[config.mk]
export PLATFORM = sky130hd
export DESIGN_NAME = onchip_mem_cmd_stage_flat
export DESIGN_NICKNAME = d
export VERILOG_FILES = /design/src/rtl/onchip_mem_cmd_stage_if.sv /design/src/rtl/onchip_mem_cmd_stage.sv /design/src/flat_wrapper.sv
export SDC_FILE = /design/constraint.sdc
export NUM_CORES = 1
export LEC_CHECK = 0
export CAP_MARGIN = 0
export CORE_MARGIN = 2
export CORE_UTILIZATION = 35
export DETAILED_ROUTE_END_ITERATION = 8
export HOLD_SLACK_MARGIN = 0.15
export PLACE_DENSITY = 0.7
export SYNTH_ARGS = -nofsm -noshare
export SYNTH_HDL_FRONTEND = slang
export SYNTH_SLANG_ARGS = --single-unit
export TNS_END_PERCENT = 20
[constraint.sdc]
create_clock -name clk -period 1.35 [get_ports clk]
set_input_delay 0.135 -clock clk [delete_from_list [all_inputs] [get_ports clk]]
set_output_delay 0.135 -clock clk [all_outputs]
set_load 0.01 [all_outputs]
[src/rtl/onchip_mem_cmd_stage_if.sv]
`default_nettype none
// ============================================================================
//  Module   : onchip_mem_cmd_stage_if
//  Purpose  : Avalon-MM slave-side bundle for the on-chip RAM command stage.
//             master modport = the Nios II data master / interconnect side,
//             slave modport  = the command stage itself.
//  Revision : 1.0  initial release
// ============================================================================
interface onchip_mem_cmd_stage_if #(
    parameter int ADDR_W = 11,
    parameter int DATA_W = 32
);
    localparam int BE_W = DATA_W / 8;

    logic [ADDR_W-1:0] s_address;
    logic              s_read;
    logic              s_write;
    logic [BE_W-1:0]   s_byteenable;
    logic [DATA_W-1:0] s_writedata;
    logic              s_waitrequest;
    logic [DATA_W-1:0] s_readdata;
    logic              s_readdatavalid;

    modport master (
        output s_address, s_read, s_write, s_byteenable, s_writedata,
        input  s_waitrequest, s_readdata, s_readdatavalid
    );

    modport slave (
        input  s_address, s_read, s_write, s_byteenable, s_writedata,
        output s_waitrequest, s_readdata, s_readdatavalid
    );
endinterface
`default_nettype wire

[src/rtl/onchip_mem_cmd_stage.sv]
`default_nettype none
// ============================================================================
//  Module   : onchip_mem_cmd_stage
//  Purpose  : Registered Avalon-MM command stage in front of a single-port
//             on-chip RAM. Issues one registered RAM command per cycle,
//             returns read data with a fixed latency of 2, and contains a
//             clear engine that writes a pattern into every RAM word.
//  Revision : 1.0  initial release
// ============================================================================
module onchip_mem_cmd_stage #(
    parameter int  ADDR_W         = 11,
    parameter int  DATA_W         = 32,
    parameter int  CLEAR_ON_RESET = 0,
    localparam int BE_W           = DATA_W / 8
) (
    input  wire logic              clk,
    input  wire logic              reset_n,

    onchip_mem_cmd_stage_if.slave  s,

    input  wire logic              clear_start,
    input  wire logic [DATA_W-1:0] clear_value,
    output logic                   busy,
    output logic                   clear_done,

    output logic [ADDR_W-1:0]      m_address,
    output logic [BE_W-1:0]        m_byteenable,
    output logic                   m_chipselect,
    output logic                   m_write,
    output logic [DATA_W-1:0]      m_writedata,
    output logic                   m_clken,
    input  wire logic [DATA_W-1:0] m_readdata
);

    typedef enum logic [0:0] {
        ST_RUN   = 1'b0,
        ST_CLEAR = 1'b1
    } state_t;

    localparam state_t          c_reset_state = (CLEAR_ON_RESET != 0) ? ST_CLEAR : ST_RUN;
    localparam logic [BE_W-1:0] c_be_all      = '1;

    state_t            r_state;
    logic [ADDR_W-1:0] r_clear_cnt;
    logic [DATA_W-1:0] r_clear_pat;

    // Command register presented directly to the RAM
    logic [ADDR_W-1:0] r_addr;
    logic [BE_W-1:0]   r_be;
    logic [DATA_W-1:0] r_wdata;
    logic              r_cs;
    logic              r_wr;

    // Read tracking: r_rd_pend marks a read sitting in the command register,
    // r_rdv marks the cycle the RAM q output carries its data.
    logic              r_rd_pend;
    logic              r_rdv;
    logic              r_done;

    logic              w_accept;
    logic              w_last_beat;

    assign w_accept    = (r_state == ST_RUN) && (s.s_read || s.s_write);
    assign w_last_beat = &r_clear_cnt;

    // Single state machine: command register, clear engine and read pipeline
    always_ff @(posedge clk or negedge reset_n) begin
        if (!reset_n) begin
            r_state     <= c_reset_state;
            r_clear_cnt <= '0;
            r_clear_pat <= '0;
            r_addr      <= '0;
            r_be        <= '0;
            r_wdata     <= '0;
            r_cs        <= 1'b0;
            r_wr        <= 1'b0;
            r_rd_pend   <= 1'b0;
            r_rdv       <= 1'b0;
            r_done      <= 1'b0;
        end else begin
            // Idle command register unless something below loads it
            r_cs      <= 1'b0;
            r_wr      <= 1'b0;
            r_rd_pend <= 1'b0;
            r_rdv     <= r_rd_pend;
            r_done    <= 1'b0;

            case (r_state)
                ST_RUN: begin
                    if (w_accept) begin
                        r_addr    <= s.s_address;
                        r_be      <= s.s_byteenable;
                        r_wdata   <= s.s_writedata;
                        r_wr      <= s.s_write;
                        r_cs      <= 1'b1;
                        // Simultaneous read+write is treated as a write only
                        r_rd_pend <= s.s_read & ~s.s_write;
                    end
                    // A command accepted on this same edge still issues above
                    if (clear_start) begin
                        r_state     <= ST_CLEAR;
                        r_clear_pat <= clear_value;
                        r_clear_cnt <= '0;
                    end
                end
                ST_CLEAR: begin
                    r_addr      <= r_clear_cnt;
                    r_be        <= c_be_all;
                    r_wdata     <= r_clear_pat;
                    r_wr        <= 1'b1;
                    r_cs        <= 1'b1;
                    r_clear_cnt <= r_clear_cnt + 1'b1;
                    if (w_last_beat) begin
                        r_state <= ST_RUN;
                        r_done  <= 1'b1;
                    end
                end
                default: r_state <= ST_RUN;
            endcase
        end
    end

    assign s.s_waitrequest   = (r_state != ST_RUN);
    assign s.s_readdata      = m_readdata;
    assign s.s_readdatavalid = r_rdv;

    assign busy         = (r_state == ST_CLEAR);
    assign clear_done   = r_done;

    assign m_address    = r_addr;
    assign m_byteenable = r_be;
    assign m_chipselect = r_cs;
    assign m_write      = r_wr;
    assign m_writedata  = r_wdata;
    assign m_clken      = 1'b1;

endmodule
`default_nettype wire

[src/flat_wrapper.sv]
// flat-port wrapper written by rule: the top's interface ports become plain ports
module onchip_mem_cmd_stage_flat 
#(
    parameter int  ADDR_W         = 11,
    parameter int  DATA_W         = 32,
    parameter int  CLEAR_ON_RESET = 0,
    localparam int BE_W           = DATA_W / 8
)
  (clk, reset_n, clear_start, clear_value, busy, clear_done, m_address, m_byteenable, m_chipselect, m_write, m_writedata, m_clken, m_readdata, s_s_address, s_s_read, s_s_write, s_s_byteenable, s_s_writedata, s_s_waitrequest, s_s_readdata, s_s_readdatavalid);
  onchip_mem_cmd_stage_if #(.ADDR_W(ADDR_W), .DATA_W(DATA_W)) s_i ();
  input  wire logic clk;
  input  wire logic reset_n;
  input  wire logic clear_start;
  input  wire logic [DATA_W-1:0] clear_value;
  output logic busy;
  output logic clear_done;
  output logic [ADDR_W-1:0] m_address;
  output logic [BE_W-1:0] m_byteenable;
  output logic m_chipselect;
  output logic m_write;
  output logic [DATA_W-1:0] m_writedata;
  output logic m_clken;
  input  wire logic [DATA_W-1:0] m_readdata;
  input wire logic [$bits(s_i.s_address)-1:0] s_s_address;
  input wire logic [$bits(s_i.s_read)-1:0] s_s_read;
  input wire logic [$bits(s_i.s_write)-1:0] s_s_write;
  input wire logic [$bits(s_i.s_byteenable)-1:0] s_s_byteenable;
  input wire logic [$bits(s_i.s_writedata)-1:0] s_s_writedata;
  output wire logic [$bits(s_i.s_waitrequest)-1:0] s_s_waitrequest;
  output wire logic [$bits(s_i.s_readdata)-1:0] s_s_readdata;
  output wire logic [$bits(s_i.s_readdatavalid)-1:0] s_s_readdatavalid;
  assign s_i.s_address = s_s_address;
  assign s_i.s_read = s_s_read;
  assign s_i.s_write = s_s_write;
  assign s_i.s_byteenable = s_s_byteenable;
  assign s_i.s_writedata = s_s_writedata;
  assign s_s_waitrequest = s_i.s_waitrequest;
  assign s_s_readdata = s_i.s_readdata;
  assign s_s_readdatavalid = s_i.s_readdatavalid;
  onchip_mem_cmd_stage #(.ADDR_W(ADDR_W), .DATA_W(DATA_W), .CLEAR_ON_RESET(CLEAR_ON_RESET)) u_core (.clk(clk), .reset_n(reset_n), .s(s_i), .clear_start(clear_start), .clear_value(clear_value), .busy(busy), .clear_done(clear_done), .m_address(m_address), .m_byteenable(m_byteenable), .m_chipselect(m_chipselect), .m_write(m_write), .m_writedata(m_writedata), .m_clken(m_clken), .m_readdata(m_readdata));
endmodule
# Yosys cells after proc, flatten, opt, wreduce, memory -nomap -nowiden
# Index checks and enable logic that the tools add are counted.
dict set report totals {
  elab_cells 40
  output_inout_bits 86
  input_bits 116
  reg_bits 96
}
dict set report op_classes {
  add_sub_neg 1
  n_reduce_logical 4
  n_bitwise 3
  muxes 19
  eq_ne 2
}
# cell count
set ops {}
lappend ops {{one-hot mux 32 bit (2 select lines)} 1}
lappend ops {{one-hot mux 11 bit (2 select lines)} 2}
lappend ops {{two-way mux 32 bit} 1}
lappend ops {{two-way mux 11 bit} 2}
lappend ops {{adder 11 x 1 -> 11 bit, second input constant} 1}
lappend ops {{AND reduction 11 bit} 1}
lappend ops {{two-way mux 1 bit} 8}
lappend ops {{one-hot mux 4 bit (2 select lines)} 1}
lappend ops {{one-hot mux 1 bit (2 select lines)} 3}
lappend ops {{two-way mux 4 bit} 1}
lappend ops {{!= test 2 x 1 -> 1 bit, second input constant} 1}
lappend ops {{!= test 2 bit, second input constant} 1}
lappend ops {{inverter 1 bit} 2}
lappend ops {{AND reduction 2 bit} 1}
lappend ops {{bitwise AND 1 bit} 1}
lappend ops {{logical AND 1 bit} 1}
lappend ops {{logical OR 1 bit} 1}

# Logic depth before layout (Yosys ltp)
dict set report depth {
  depth_word 4
  depth_mapped 6
  mapped_depth_nobuf 4
}

# Worst setup path after synthesis
# Ideal clock, no wire load.
dict set report synth_path {
  path_kind {register -> register}
  startpoint {register u_core.r_state, in the netlist u_core.busy}
  endpoint {register u_core.r_clear_cnt[5]}
  period_less_slack_ps 1302
  setup_time_ps 90
  arrival_time_ps 1212
  slack_ps 48
  path_buffers 1
  path_stages_with_launch 5
  required_ps 1260
  cell_sequence {dfrtp_1 -> buf_6 -> inv_2 -> or4_1 -> o221ai_1}
}
dict set report synth_between {
  elab_chain_len 2
}
# item line_no
set synth_rtl {}
lappend synth_rtl {{start: declaration} onchip_mem_cmd_stage.sv:43} ;# state_t r_state;
lappend synth_rtl {{start signal: assignment} onchip_mem_cmd_stage.sv:69} ;# r_state <= c_reset_state;
lappend synth_rtl {{inverter 1 bit (no source line)} -}
lappend synth_rtl {{one-hot mux 11 bit (2 select lines) / != test 2 bit (equally long branches)} -}
lappend synth_rtl {{end signal: assignment} onchip_mem_cmd_stage.sv:112} ;# r_clear_cnt <= r_clear_cnt + 1'b1;
lappend synth_rtl {{end: declaration} onchip_mem_cmd_stage.sv:44} ;# logic [ADDR_W-1:0] r_clear_cnt;
# Several ways; a longest one is shown, not always the timed one.
# A chain may end at the register's enable or synchronous reset.

# Final worst setup path
dict set report layout_path {
  startpoint {register u_core.r_state, in the netlist u_core.busy}
  endpoint {output s_s_waitrequest}
}
# item line_no
set layout_lines {}
lappend layout_lines {{end: declaration} flat_wrapper.sv:29} ;# output wire logic [$bits(s_i.s_waitrequest)-1:0] s_s_waitrequest;
# No word-level cell between the ends.

==> results.cfg <==
[global_routing]
grt_pass1_wl_microns = 17000
grt_start_max_net_pins = 97
track_usage = 0.163
antenna_found_initial = 0
grt_pass1_vias = 3583
grt_overflow = 0

[timing]
timing.fmax_ghz = 0.768
slew_headroom = 0.655
grt_setup_unrepaired = true
setup_violations = 0
max_slew.worst_pin.slew_ns = 0.517
whs_ns = 0.270
fin_crit_ns = 1.30
slew_violations = 0
fin_skew_ns = 0.00422
post-route-period-util = 0.965
hold_viol_final = 0

[clock_tree]
numCtsBuffers = 9
cts_root_buffer = clkbuf_16
cts_tree = done
clkTransAtPathRegs_ns = 0.06
htree_levels = 3
cts.sinks = 96
clk_latency_ns = 0.34
clockBufferDepth = 2

[final_layout]
stdcell_count = 732
post-route-util = 0.502
final_cell_mix = 151 x nand2_1, 94 x dfrtp_1, 82 x clkdlybuf4s50_1
finalNetCount = 676
area_delta_synth_final_pct = 39.2
drive_gt1_frac = 0.0975
nFillCells = 1139
n_antenna_cell = 0
final_common_cell = nand2_1

[placement]
hpwl_microns = 7270
gp_congestion = 0.799
io_buffers = 136
dp_cells = 712

[power]
switching_share = 0.281
switchingPower_w = 0.00230
power.leakage_nw = 2.90
p_int_w = 0.00590
ir_drop_mv = 0.607
power_density_mw_per_mm2 = 1350
pwr-share-comb = 0.227
total_power_w = 0.00821
clock_power_share = 0.310
seq_power_share = 0.462

[worst_setup_path]
critPathMaxFanout = 5
crit_arrival_ns = 1.17
crit_type = flop to primary output
endpoint_kind = primary output
reg2reg_depth = 4
cp.required_ns = 1.22
crit_path_start_kind = flop

[worst_hold_path]
min_path_cells = 0
hold_path.class = primary input to primary output

[logic_synthesis]
synth_mux_area_frac = 0.106
yosysSeqAreaShare = 0.552
synth_simple_gate_area_frac = 0.167
synthesis.nets = 561
synthAdderAreaFrac = 0.00288
synth_cell_types = 35
syn_inst = 444
synth-main-ff-cell = dfrtp_1
syn-cell-area_sq_mm = 0.00435
synth_compound_area_frac = 0.0716
synth_top_family_by_area = simple AND/OR/NAND/NOR gates
synth_xor_area_frac = 0.00403
synth_edf_count = 0
ys_ff_latch = 96
synthArstFlopShare = 1.00
syn_area_per_cell_sq_um = 9.80
synth_warnings = 0

[floorplan]
die_w_microns = 115
initial_core_util = 0.361
io_pins = 202
rows = 40
dieArea_sq_mm = 0.0133
die_h_microns = 115
core_area_sq_mm = 0.0121

[run]
maxCapViolCount = 0

[route]
vias_per_cell = 4.65
wl_per_cell_microns = 14.2
drc = 0
vias = 3403
antenna_left = 0
drtIter0Drc = 140
first_pass_iters = 4
totalWireLength_microns = 10400

[status]
outcome = complete, no violations
cell families (layout without fill, tap and decap cells):
group,after synthesis,count (layout)
AOI/OAI and AO/OA,58,58
DFF,96,96
muxes,46,46
adders and majority gates,1,1
and+or+nand+nor,178,178
other,1,1
buffers and inverters,62,182
xor gates and xnor gates,2,2
layer usage:
layer	global-route usage	routed length [microns]	up-vias
met2	0.267	5050	113
met4	0.0843	310	0
met5	0	0	-
li1	-	-	1656
met1	0.202	4430	1600
met3	0.0387	607	34
flip-flops by register name, summed over array words and instances, names as in the netlist:
signal,cells
u_core.busy,1
u_core.clear_done,1
u_core.m_address,11
u_core.m_byteenable,4
u_core.m_chipselect,1
u_core.m_write,1
u_core.m_writedata,32
u_core.r_clear_cnt,11
u_core.r_clear_pat,32
u_core.r_rd_pend,1
u_core.s.s_readdatavalid,1
final cells by class:
type / instances / area (sq um) / area share
clock inverters: 2 / 10.0 / 0.00165
repair buffers: 163 / 1550 / 0.256
flip-flops and latches: 96 / 2400 / 0.397
clock buffers: 14 / 294 / 0.0486
inverters: 3 / 11.3 / 0.00186
well taps: 168 / 210 / 0.0347
multi-input cells: 286 / 1580 / 0.260
timing repair:
item / CTS / global route
pin swaps: 0 / 0
hold endpoints to repair: 96 / 0
gates resized for setup: 54 / 11
hold buffers: 1 / 0
gates cloned: 0 / 0
setup endpoints to repair: 56 / 40
setup buffers: 2 / 1
cell usage after synthesis, types with 2 or more instances:
master / count / area [sq um]
a21oi_1: 2 / 10.0
and3_1: 2 / 12.5
buf_2: 8 / 40.0
buf_4: 38 / 285
buf_6: 4 / 45.0
clkbuf_1: 9 / 33.8
dfrtp_1: 96 / 2400
inv_1: 2 / 7.51
mux2i_1: 46 / 460
nand2_1: 151 / 567
nand3_1: 8 / 40.0
nand4_1: 4 / 25.0
nor2_1: 5 / 18.8
o21ai_0: 4 / 20.0
o21ai_1: 44 / 220
o22ai_1: 2 / 12.5
through the flow:
| stage | cell area, sq um | TNS, ns | setup slack, ns |
|---|---|---|---|
| 3_5_place_dp | 5730 | -4.25 | -0.136 |
| 5_1_grt | 6060 | -0.0189 | -0.0143 |
| 6_report | 6060 | 0 | 0.0479 |
| 3_3_place_gp | 5730 | -3.01 | -0.0964 |
| 2_1_floorplan | 4350 | 0 | 0.0483 |
| 4_1_cts | 6010 | -0.128 | -0.0441 |
worst paths after layout:
kind,start,endpoint,slack (ns)
min reg2reg,u_core.r_rd_pend,u_core.s.s_readdatavalid,0.35
min,m_readdata[13],s_s_readdata[13],0.27
max in group asynchronous,reset_n,u_core.busy,0.57
max,u_core.busy,s_s_waitrequest,0.05
min in group asynchronous,reset_n,u_core.r_clear_pat[6],0.39
max reg2reg,u_core.busy,u_core.r_clear_cnt[9],0.06
power groups by stage:
stage | registers (W) | clock network [W] | logic, W
global placement | 0.00382 | 0 | 0.00197
detailed placement | 0.00385 | 0 | 0.00202
global route | 0.00387 | 0.00274 | 0.00208
finish | 0.00379 | 0.00255 | 0.00187
CTS | 0.00379 | 0.00263 | 0.00186
floorplan | 0.00391 | 0 | 0.000882
worst max-delay path, cell delays in order (launching register included):
cell,delay (ns)
dfrtp_2,0.43
buf_4,0.17
clkdlybuf4s15_1,0.23
Power figures use the tool's default switching activity.
==> patch (config.mk and constraints unchanged) <==
`ADDR_W` is set to 11 in 3 places; all go to 12.
--- a/src/rtl/onchip_mem_cmd_stage_if.sv
+++ b/src/rtl/onchip_mem_cmd_stage_if.sv
@@ -8,5 +8,5 @@
 // ============================================================================
 interface onchip_mem_cmd_stage_if #(
-    parameter int ADDR_W = 11,
+    parameter int ADDR_W = 12,
     parameter int DATA_W = 32
 );
--- a/src/rtl/onchip_mem_cmd_stage.sv
+++ b/src/rtl/onchip_mem_cmd_stage.sv
@@ -9,5 +9,5 @@
 // ============================================================================
 module onchip_mem_cmd_stage #(
-    parameter int  ADDR_W         = 11,
+    parameter int  ADDR_W         = 12,
     parameter int  DATA_W         = 32,
     parameter int  CLEAR_ON_RESET = 0,
--- a/src/flat_wrapper.sv
+++ b/src/flat_wrapper.sv
@@ -2,5 +2,5 @@
 module onchip_mem_cmd_stage_flat 
 #(
-    parameter int  ADDR_W         = 11,
+    parameter int  ADDR_W         = 12,
     parameter int  DATA_W         = 32,
     parameter int  CLEAR_ON_RESET = 0,
Ports: changed (resized m_address and s_s_address); port bits go from 202 to 204. The function was not compared with the original's and may differ.
==> patch against the original RTL <==
- synthesized area up 3.3%
- count of clock-buffer cells in the layout shrank 4
- cell count is 2.2% higher
- hold slack got worse by 0.029 ns
- cell area increased by 3.0%
- sequential cell count rose by 2
- routed wire length increased by 3.7%
- setup slack worse by 0.029 ns
- total power rose by 1.5%
- maximum frequency shrank 2.2%
- clock power decreased by 8.2%
- largest power group unchanged
==> patch: results (changes against the original RTL) <==
[placement]
place.gp.congestion = 0.739  ; -7.5%
placed_cell_count = 727  ; +2.1%

[global_routing]
grt_util_met2_pct = 27.8  ; +1.1 points
grt_first_pass_wirelength_mm = 17.9  ; +5.6%
first_global_vias = 3693  ; +3.1%
grt_start_max_net_pins = 51  ; -47%
grtUsageTotal_pct = 15.8  ; -0.56 points
global_route.usage.met1_pct = 18.6  ; -1.6 points
grt_util_met3_pct = 4.38  ; +0.51 points

[drt]
dr.first_iter.drc_count = 111  ; -21%
met3_wirelength_um = 656  ; +8.1%
avgRoutedWirePerCell_um = 14.4  ; +1.5%
wirelength_mm = 10.8  ; +3.7%
detail_route.wirelength.met1_mm = 4.47  ; +0.93%
met2_wirelength_mm = 5.47  ; +8.3%

[layout]
layout.filler_cells = 1173  ; +3.0%
layout.nets = 689  ; +1.9%
share_of_final_layout_standard_cells_stronger_than_drive_strength_1_pct = 9.55  ; -0.20 points

[critical_path]
crit_arrival_ns = 1.20  ; +0.03 ns
worst-path-max-fanout = 4  ; -1

[synthesis]
syn_nets = 571  ; +1.8%
synth_area_leaders = dfrtp_1 (55%), nand2_1 (13%), mux2i_1 (10%)
post_synth_inst_count = 453  ; +2.0%
number_of_unique_standard_cell_types_used_by_synthesis = 34  ; -2.9%
seq_area_frac_synth_pct = 54.6  ; -0.67 points

[power]
power_sequential_w = 0.00391  ; +3%
switching_power_w = 0.00252  ; +9.1%
share_of_power_burned_in_combinational_logic_pct = 24.9  ; +2.2 points
p_leak_nw = 2.93  ; +1.2%

[status]
status = finished, final reports clean

[hold_path]
hold_crit_class = in2async

[clock_tree]
post-cts-setup-buffers = 1  ; -1
cts_hold_buf = 1  ; unchanged

[sta]
fin_worst_skew_ns = 0.00882  ; +0.00460 ns

## patch: cells by family after synthesis
family / after synthesis / share of synthesized area, %
AOI/OAI and AO/OA: 62 / 8.02
and+or+nand+nor: 177 / 16.5
xor gates and xnor gates: 3 / 0.585
other: 1 / 0.0834
DFF: 98 / 54.6
buffers and inverters: 64 / 9.47
adders and majority gates: 1 / 0.278
muxes: 47 / 10.5
## patch: worst max-delay path, stage by stage, from the launching register on
cell           delay (ns)
dfrtp_2              0.42
buf_4                0.16
dlygate4sd2_1        0.28
## patch: worst paths after layout
kind                            slack, ns  depth (start not counted)                       end              from
worst max-delay path                 0.02                          2           s_s_waitrequest       u_core.busy
worst min-delay path                 0.24                          2    u_core.m_byteenable[0]           reset_n
worst max register to register       0.05                          4     u_core.r_clear_cnt[6]       u_core.busy
worst min register to register       0.35                          0  u_core.s.s_readdatavalid  u_core.r_rd_pend
max in group asynchronous            0.60                          3          u_core.r_rd_pend           reset_n
min in group clk                     0.27                          0          s_s_readdata[10]    m_readdata[10]
## patch: final cells by class
class	instances	share of cell area [%]
flip-flops and latches	98	39.3
multi-input cells	292	26.6
repair buffers	165	26.0
clock buffers	10	3.67
well taps	172	3.45
clock inverters	6	0.702
inverters	5	0.301
## patch: stage by stage
step	worst slack [ns]	hold slack [ns]	TNS, ns	utilization (%)	instance area (um2)
2_1_floorplan	0.00534	-0.161	0	-	4490
3_5_place_dp	-0.156	0.0593	-4.45	47.4	5950
6_report	0.0185	0.241	0	49.6	6240
5_1_grt	-0.0222	0.254	-0.0497	49.6	6240
3_3_place_gp	-0.117	0.0589	-3.44	47.4	5950
4_1_cts	-0.0288	0.243	-0.122	49.2	6190
